### src/rtl/err_calc_resp.sv
// err_calc_resp: residual err = y - (b0 + b1*x) for the regression error phase.
// Latency: err_done / err_out / err_cnt update DW+2 edges after the accepting r_en edge.
// Backpressure: none; one request in flight at a time, new ones only on an r_en rising edge in READY.
//
// Ports:
//   clk, rst         - clock, asynchronous active-high reset
//   en_err           - start pulse: latch b0/b1, clear counters, enter READY (aborts any sample)
//   b0, b1           - signed Q(DW-FW).FW intercept and slope
//   r_en, x_in, y_in - sample request (level, accepted on its rising edge) and its operands
//   err_done         - one-cycle completion pulse
//   err_out          - saturated residual, held until the next result
//   err_cnt          - completed samples since en_err, wraps
//   busy             - registered; high one edge after the datapath enters MUL, through SUB
//   err_acc          - saturating sum of |err_out|, only when ERR_ABS_ACC_EN is defined
//
// Optional feature macro: ERR_ABS_ACC_EN

module err_calc_resp #(
   parameter int DW = 20,
   parameter int FW = 10,
   parameter int CW = 8
) (
   input  logic          clk,
   input  logic          rst,
   input  logic          en_err,
   input  logic [DW-1:0] b0,
   input  logic [DW-1:0] b1,
   input  logic          r_en,
   input  logic [DW-1:0] x_in,
   input  logic [DW-1:0] y_in,
   output logic          err_done,
   output logic [DW-1:0] err_out,
   output logic [CW-1:0] err_cnt,
   output logic          busy
`ifdef ERR_ABS_ACC_EN
   ,
   output logic [2*DW-1:0] err_acc
`endif
);

   localparam int SW = (DW > 1) ? $clog2(DW) : 1;

   // Saturation bounds for the shifted product (2*DW wide) and the residual (DW+2 wide).
   localparam logic signed [2*DW-1:0] PMAX = {{(DW+1){1'b0}}, {(DW-1){1'b1}}};
   localparam logic signed [2*DW-1:0] PMIN = {{(DW+1){1'b1}}, {(DW-1){1'b0}}};
   localparam logic signed [DW+1:0]   EMAX = {3'b000, {(DW-1){1'b1}}};
   localparam logic signed [DW+1:0]   EMIN = {3'b111, {(DW-1){1'b0}}};

   typedef enum logic [1:0] {
      IDLE  = 2'd0,
      READY = 2'd1,
      MUL   = 2'd2,
      SUB   = 2'd3
   } state_t;

   state_t                 state;
   logic [DW-1:0]          b0_q;
   logic [DW-1:0]          b1_q;
   logic [DW-1:0]          y_q;
   logic                   r_en_q;
   logic [2*DW-1:0]        mcand;     // sign-extended b1, shifted left each step
   logic [DW-1:0]          mplier;    // x, shifted right each step
   logic signed [2*DW-1:0] prod;
   logic [SW-1:0]          step;
   logic                   done_pend; // result computed in SUB, published next edge
   logic [DW-1:0]          err_res;

   logic signed [2*DW-1:0] prod_sh;
   logic [DW-1:0]          prod_s;
   logic signed [DW+1:0]   diff;
   logic [DW-1:0]          err_sat;
   logic [2*DW-1:0]        addend;

   // Datapath for the SUB state and the current multiplier step.
   always_comb begin
      prod_sh = prod >>> FW;
      if (prod_sh > PMAX)
         prod_s = PMAX[DW-1:0];
      else if (prod_sh < PMIN)
         prod_s = PMIN[DW-1:0];
      else
         prod_s = prod_sh[DW-1:0];

      diff = {{2{y_q[DW-1]}}, y_q}
           - {{2{b0_q[DW-1]}}, b0_q}
           - {{2{prod_s[DW-1]}}, prod_s};
      if (diff > EMAX)
         err_sat = EMAX[DW-1:0];
      else if (diff < EMIN)
         err_sat = EMIN[DW-1:0];
      else
         err_sat = diff[DW-1:0];

      addend = mplier[0] ? mcand : '0;
   end

`ifdef ERR_ABS_ACC_EN
   logic [DW:0]     abs_err;
   logic [2*DW:0]   acc_sum;

   always_comb begin
      abs_err = {err_res[DW-1], err_res};
      if (abs_err[DW])
         abs_err = ~abs_err + 1'b1;
      acc_sum = {1'b0, err_acc} + {{DW{1'b0}}, abs_err};
   end

   always_ff @(posedge clk or posedge rst) begin
      if (rst) begin
         err_acc <= '0;
      end else if (en_err) begin
         err_acc <= '0;
      end else if (done_pend) begin
         err_acc <= acc_sum[2*DW] ? {(2*DW){1'b1}} : acc_sum[2*DW-1:0];
      end
   end
`endif

   always_ff @(posedge clk or posedge rst) begin
      if (rst) begin
         state     <= IDLE;
         b0_q      <= '0;
         b1_q      <= '0;
         y_q       <= '0;
         r_en_q    <= 1'b0;
         mcand     <= '0;
         mplier    <= '0;
         prod      <= '0;
         step      <= '0;
         done_pend <= 1'b0;
         err_res   <= '0;
         err_done  <= 1'b0;
         err_out   <= '0;
         err_cnt   <= '0;
         busy      <= 1'b0;
      end else begin
         r_en_q   <= r_en;
         err_done <= 1'b0;
         busy     <= (state == MUL) || (state == SUB);

         // Output stage: publish the result computed in SUB on the previous edge.
         if (done_pend) begin
            err_out   <= err_res;
            err_done  <= 1'b1;
            err_cnt   <= err_cnt + 1'b1;
            done_pend <= 1'b0;
         end

         if (en_err) begin
            // Abort everything in flight; clearing r_en_q lets a still-high r_en
            // be accepted on the following edge.
            b0_q      <= b0;
            b1_q      <= b1;
            r_en_q    <= 1'b0;
            err_cnt   <= '0;
            err_done  <= 1'b0;
            done_pend <= 1'b0;
            busy      <= 1'b0;
            state     <= READY;
         end else begin
            case (state)
               IDLE: begin
                  state <= IDLE;
               end
               READY: begin
                  if (r_en && !r_en_q) begin
                     mcand  <= {{DW{b1_q[DW-1]}}, b1_q};
                     mplier <= x_in;
                     y_q    <= y_in;
                     prod   <= '0;
                     step   <= '0;
                     state  <= MUL;
                  end
               end
               MUL: begin
                  // MSB of a two's-complement multiplier carries negative weight.
                  if (step == SW'(DW-1)) begin
                     prod  <= prod - addend;
                     state <= SUB;
                  end else begin
                     prod <= prod + addend;
                  end
                  mcand  <= mcand << 1;
                  mplier <= mplier >> 1;
                  step   <= step + 1'b1;
               end
               SUB: begin
                  err_res   <= err_sat;
                  done_pend <= 1'b1;
                  state     <= READY;
               end
               default: state <= IDLE;
            endcase
         end
      end
   end

endmodule
### config.mk
export PLATFORM = sky130hd
export DESIGN_NAME = err_calc_resp
export DESIGN_NICKNAME = d
export VERILOG_FILES = /design/src/rtl/err_calc_resp.sv
export SDC_FILE = /design/constraint.sdc
export NUM_CORES = 1
export LEC_CHECK = 0
export BUFFER_PORTS_ARGS = -buffer_cell sky130_fd_sc_hd__buf_2
export CORE_UTILIZATION = 55
export CTS_CLUSTER_SIZE = 40
export DETAILED_ROUTE_END_ITERATION = 10
export PLACE_DENSITY = 0.74
export SETUP_SLACK_MARGIN = 0.02
export SYNTH_ARGS = -nofsm -noshare
export SYNTH_HDL_FRONTEND = slang
export SYNTH_SLANG_ARGS = --single-unit
### constraint.sdc
create_clock -name clk -period 16.55 [get_ports clk]
set_clock_uncertainty 0.15 [all_clocks]
set_input_delay 1.655 -clock clk [delete_from_list [all_inputs] [get_ports clk]]
set_output_delay 1.655 -clock clk [all_outputs]
set_load 0.02 [all_outputs]
==> flow_results.xml <==
<?xml version="1.0" encoding="UTF-8"?>
<metrics>
  <group name="run_status">
    <metric name="outcome" unit="">finished, final reports clean</metric>
  </group>
  <group name="layout">
    <metric name="final_core_util" unit="%">63.29</metric>
    <metric name="most_common_library_cell_in_the_layout_ignoring_fill_and_taps" unit="">sky130_fd_sc_hd__dfrtp_1</metric>
    <metric name="syn_to_final_growth" unit="%">11.99</metric>
    <metric name="post_route_cells_drive_above_1_share" unit="%">16.75</metric>
    <metric name="layout.cells.most_common_list" unit="">sky130_fd_sc_hd__dfrtp_1 (218), sky130_fd_sc_hd__nand2_1 (209), sky130_fd_sc_hd__o21ai_0 (119), sky130_fd_sc_hd__buf_2 (113), sky130_fd_sc_hd__a21oi_1 (100)</metric>
    <metric name="total_inserted_antenna_cells" unit="">0</metric>
    <metric name="finish.cell_count_without_fillers" unit="">1936</metric>
    <metric name="final_net_count" unit="">1766</metric>
  </group>
  <group name="worst_setup_path">
    <metric name="worst_ep_arrival_time" unit="ns">6.01</metric>
    <metric name="crit_type" unit="">register to register</metric>
    <metric name="worst-r2r-setup-slack" unit="ns">10.82</metric>
    <metric name="setup.worst_path.start_class" unit="">register</metric>
    <metric name="critPathRequiredTime" unit="ns">16.83</metric>
    <metric name="worst_r2r_endpoint" unit="">prod[36]</metric>
    <metric name="r2r_start" unit="">mplier[0]</metric>
    <metric name="critical_path.endpoint_type" unit="">register</metric>
    <metric name="timing.critical_path.fanout_max" unit="">60</metric>
    <metric name="ff2ff_path_depth" unit="">18</metric>
  </group>
  <group name="route">
    <metric name="drc" unit="">0</metric>
    <metric name="routed_wl" unit="um">32300</metric>
    <metric name="detail_route.iter0.violations" unit="">787</metric>
    <metric name="antenna_left" unit="">0</metric>
    <metric name="drt-vias-per-instance" unit="">5.757</metric>
    <metric name="route.detailed.wl_per_inst" unit="um">16.68</metric>
    <metric name="number_of_optimization_iterations_in_the_first_detailed_route_pass" unit="">5</metric>
    <metric name="dr_total_vias" unit="">11150</metric>
  </group>
  <group name="clocking">
    <metric name="cts_inserted_buffers" unit="">25</metric>
    <metric name="cts_htree_levels" unit="">1</metric>
    <metric name="hold_buffers" unit="">0</metric>
    <metric name="cts-resized-gates" unit="">0</metric>
    <metric name="cts.sinks" unit="">219</metric>
    <metric name="clk_pin_slew" unit="ns">0.06</metric>
    <metric name="cts.path.max_buffers" unit="">3</metric>
    <metric name="root_buffer_selected_by_cts" unit="">sky130_fd_sc_hd__clkbuf_16</metric>
    <metric name="cts_tree" unit="">yes</metric>
    <metric name="post_cts_buffers" unit="">0</metric>
    <metric name="clk_latency" unit="ns">0.55</metric>
  </group>
  <group name="grt">
    <metric name="via_count_of_the_first_global_routing_pass" unit="">10990</metric>
    <metric name="globalRouteTotalUtil" unit="%">25.54</metric>
    <metric name="global_route_wire_length_before_repair" unit="um">54210</metric>
    <metric name="grt_antenna_before_repair" unit="">0</metric>
    <metric name="grt_start_max_net_pins" unit="">133</metric>
    <metric name="grt_remaining_overflow" unit="">0</metric>
  </group>
  <group name="yosys">
    <metric name="synth-warning-count" unit="">0</metric>
    <metric name="seq_area_frac_synth" unit="%">39.53</metric>
    <metric name="synthArstFlopShare" unit="%">100.0</metric>
    <metric name="netlist_instances" unit="">1509</metric>
    <metric name="synth_xor_xnor_area_share" unit="%">4.296</metric>
    <metric name="most_area_hungry_cell_type_in_the_yosys_netlist" unit="">sky130_fd_sc_hd__dfrtp_1</metric>
    <metric name="synth.area.top_cells" unit="">sky130_fd_sc_hd__dfrtp_1 (40%), sky130_fd_sc_hd__ha_1 (6.1%), sky130_fd_sc_hd__nand2_1 (5.7%)</metric>
    <metric name="mappedNetlistArea" unit="sq um">13860</metric>
    <metric name="register_bit_total_from_synthesis" unit="">219</metric>
    <metric name="synthDistinctLibCells" unit="">93</metric>
    <metric name="synthMuxAreaShare" unit="%">7.942</metric>
    <metric name="synth_simple_gate_area_share" unit="%">14.95</metric>
    <metric name="synth_fa_ha_area_share" unit="%">9.169</metric>
    <metric name="synth_top_family_by_area" unit="">compound AO/OA/AOI/OAI gates</metric>
    <metric name="netlist.area_leader.share" unit="%">39.53</metric>
    <metric name="postSynthNetCount" unit="">1682</metric>
    <metric name="syn-mean-instance-area" unit="sq um">9.188</metric>
    <metric name="synth-edff-count" unit="">0</metric>
    <metric name="synthFlopType" unit="">sky130_fd_sc_hd__dfrtp_1</metric>
    <metric name="synth-compound-area-share" unit="%">19.47</metric>
  </group>
  <group name="min_path">
    <metric name="timing.hold.worst.start" unit="">mplier[4]</metric>
    <metric name="hold_path_class" unit="">register to register</metric>
    <metric name="whs_path_depth" unit="">2</metric>
    <metric name="min_delay_worst_endpoint" unit="">mplier[4]</metric>
  </group>
  <group name="timing">
    <metric name="number_of_failing_hold_endpoints_at_the_final_stage" unit="">0</metric>
    <metric name="final_min_period_over_clock_period" unit="%">34.60</metric>
    <metric name="final-max-slew-violation-count" unit="">0</metric>
    <metric name="grt_setup_unrepaired" unit="">no</metric>
    <metric name="max_slew.worst_pin.slew" unit="ns">1.309</metric>
    <metric name="slew_headroom" unit="%">12.35</metric>
    <metric name="highest_clock_rate" unit="MHz">174.6</metric>
    <metric name="finalSetupViolCount" unit="">0</metric>
    <metric name="finalCriticalPeriod" unit="ns">5.727</metric>
    <metric name="totalNegativeSetupSlack" unit="ns">0</metric>
  </group>
  <group name="floorplanning">
    <metric name="fp.dieW" unit="um">160.8</metric>
    <metric name="die_area" unit="sq um">25850</metric>
    <metric name="core-area" unit="sq um">24530</metric>
    <metric name="design.portCount" unit="">114</metric>
    <metric name="die_height" unit="um">160.8</metric>
    <metric name="initial_utilization" unit="%">56.51</metric>
    <metric name="placement_rows" unit="">57</metric>
  </group>
  <group name="placed_design">
    <metric name="dpl.hpwl" unit="um">23320</metric>
    <metric name="numPortBuffers" unit="">113</metric>
    <metric name="place.detailed.instances" unit="">1890</metric>
    <metric name="place.gp.congestion" unit="">0.9089</metric>
  </group>
  <group name="job">
    <metric name="cap_viol_max_count" unit="">0</metric>
  </group>
</metrics>
-- stage by stage --
stage	worst slack, ns	hold slack (ns)	cell area, sq um
global route	10.33	0.3452	15530
finish	10.82	0.3294	15530
floorplan	8.752	0.2985	13860
CTS	10.94	0.3340	15530
global placement	11.14	0.3102	14670
detailed placement	10.98	0.3208	14670
-- critical path: stages (launching register included) --
cell and delay [ns]:
sky130_fd_sc_hd__dfrtp_2 0.34, sky130_fd_sc_hd__buf_4 0.49, sky130_fd_sc_hd__nand2_1 0.17, sky130_fd_sc_hd__ha_1 0.28
sky130_fd_sc_hd__and3_1 0.18, sky130_fd_sc_hd__and2_1 0.23, sky130_fd_sc_hd__nor2_1 0.18, sky130_fd_sc_hd__or2_1 0.49
sky130_fd_sc_hd__o211ai_1 0.19, sky130_fd_sc_hd__ha_1 0.47, sky130_fd_sc_hd__and3_1 0.24, sky130_fd_sc_hd__nand3_1 0.09
sky130_fd_sc_hd__a2111oi_0 0.74, sky130_fd_sc_hd__o2111ai_1 0.24, sky130_fd_sc_hd__a31oi_1 0.40, sky130_fd_sc_hd__o31ai_2 0.13
sky130_fd_sc_hd__a21boi_1 0.19, sky130_fd_sc_hd__o21ai_0 0.11, sky130_fd_sc_hd__a32o_1 0.26
-- cells in the mapped netlist (38+ instances only) --
library cell and instances:
sky130_fd_sc_hd__a21oi_1 100, sky130_fd_sc_hd__clkbuf_1 50, sky130_fd_sc_hd__dfrtp_1 219, sky130_fd_sc_hd__ha_1 68
sky130_fd_sc_hd__inv_1 90, sky130_fd_sc_hd__mux2_2 62, sky130_fd_sc_hd__mux2i_1 38, sky130_fd_sc_hd__nand2_1 209
sky130_fd_sc_hd__nor2_1 75, sky130_fd_sc_hd__o21a_1 39, sky130_fd_sc_hd__o21ai_0 119, sky130_fd_sc_hd__xor2_1 38
-- state kept, by name, summed over array words and instances (netlist names), 8 cells and up --
name,flops
err_out,20
mcand,40
err_res,20
b1_q,20
b0_q,20
prod,40
err_cnt,8
y_q,20
mplier,20
-- area by class of cell --
cell class	instances	area, sq um
Fill cell	2062	9006
Multi-Input combinational cell	1127	7761
Sequential cell	219	5482
Clock buffer	32	681.9
Timing Repair Buffer	126	663.1
Tap cell	324	405.4
Inverter	94	360.3
Clock inverter	14	173.9
-- worst max path at each step --
stage | from | end | cells after the start
after floorplan | rst | b0_q[0] | 1
after global placement | prod[29] | err_res[12] | 18
after detailed placement | mplier[0] | prod[36] | 18
after CTS | mplier[0] | prod[36] | 18
after global routing | mplier[0] | prod[36] | 18
final | mplier[0] | prod[36] | 18
-- routing by layer --
| metal | up-vias | part of all wire [%] | wire [um] | track usage [%] |
|---|---|---|---|---|
| met4 | 0 | 3.6 | 1177 | 9.563 |
| met1 | 5303 | 45 | 14390 | 34.02 |
| met3 | 81 | 4.4 | 1433 | 3.461 |
| li1 | 5490 | - | - | - |
| met5 | - | 0 | 0 | 0 |
| met2 | 272 | 47 | 15300 | 42.50 |
-- cell families after synthesis --
| family | count (synthesis) |
|---|---|
| xor+xnor | 68 |
| fa+ha+maj | 89 |
| flops | 219 |
| mux | 102 |
| simple gates | 447 |
| compound gates | 421 |
| buf+inv | 163 |
Power is not shown: default switching activity piles up to over one toggle a cycle in this logic, so the estimate is an artifact.
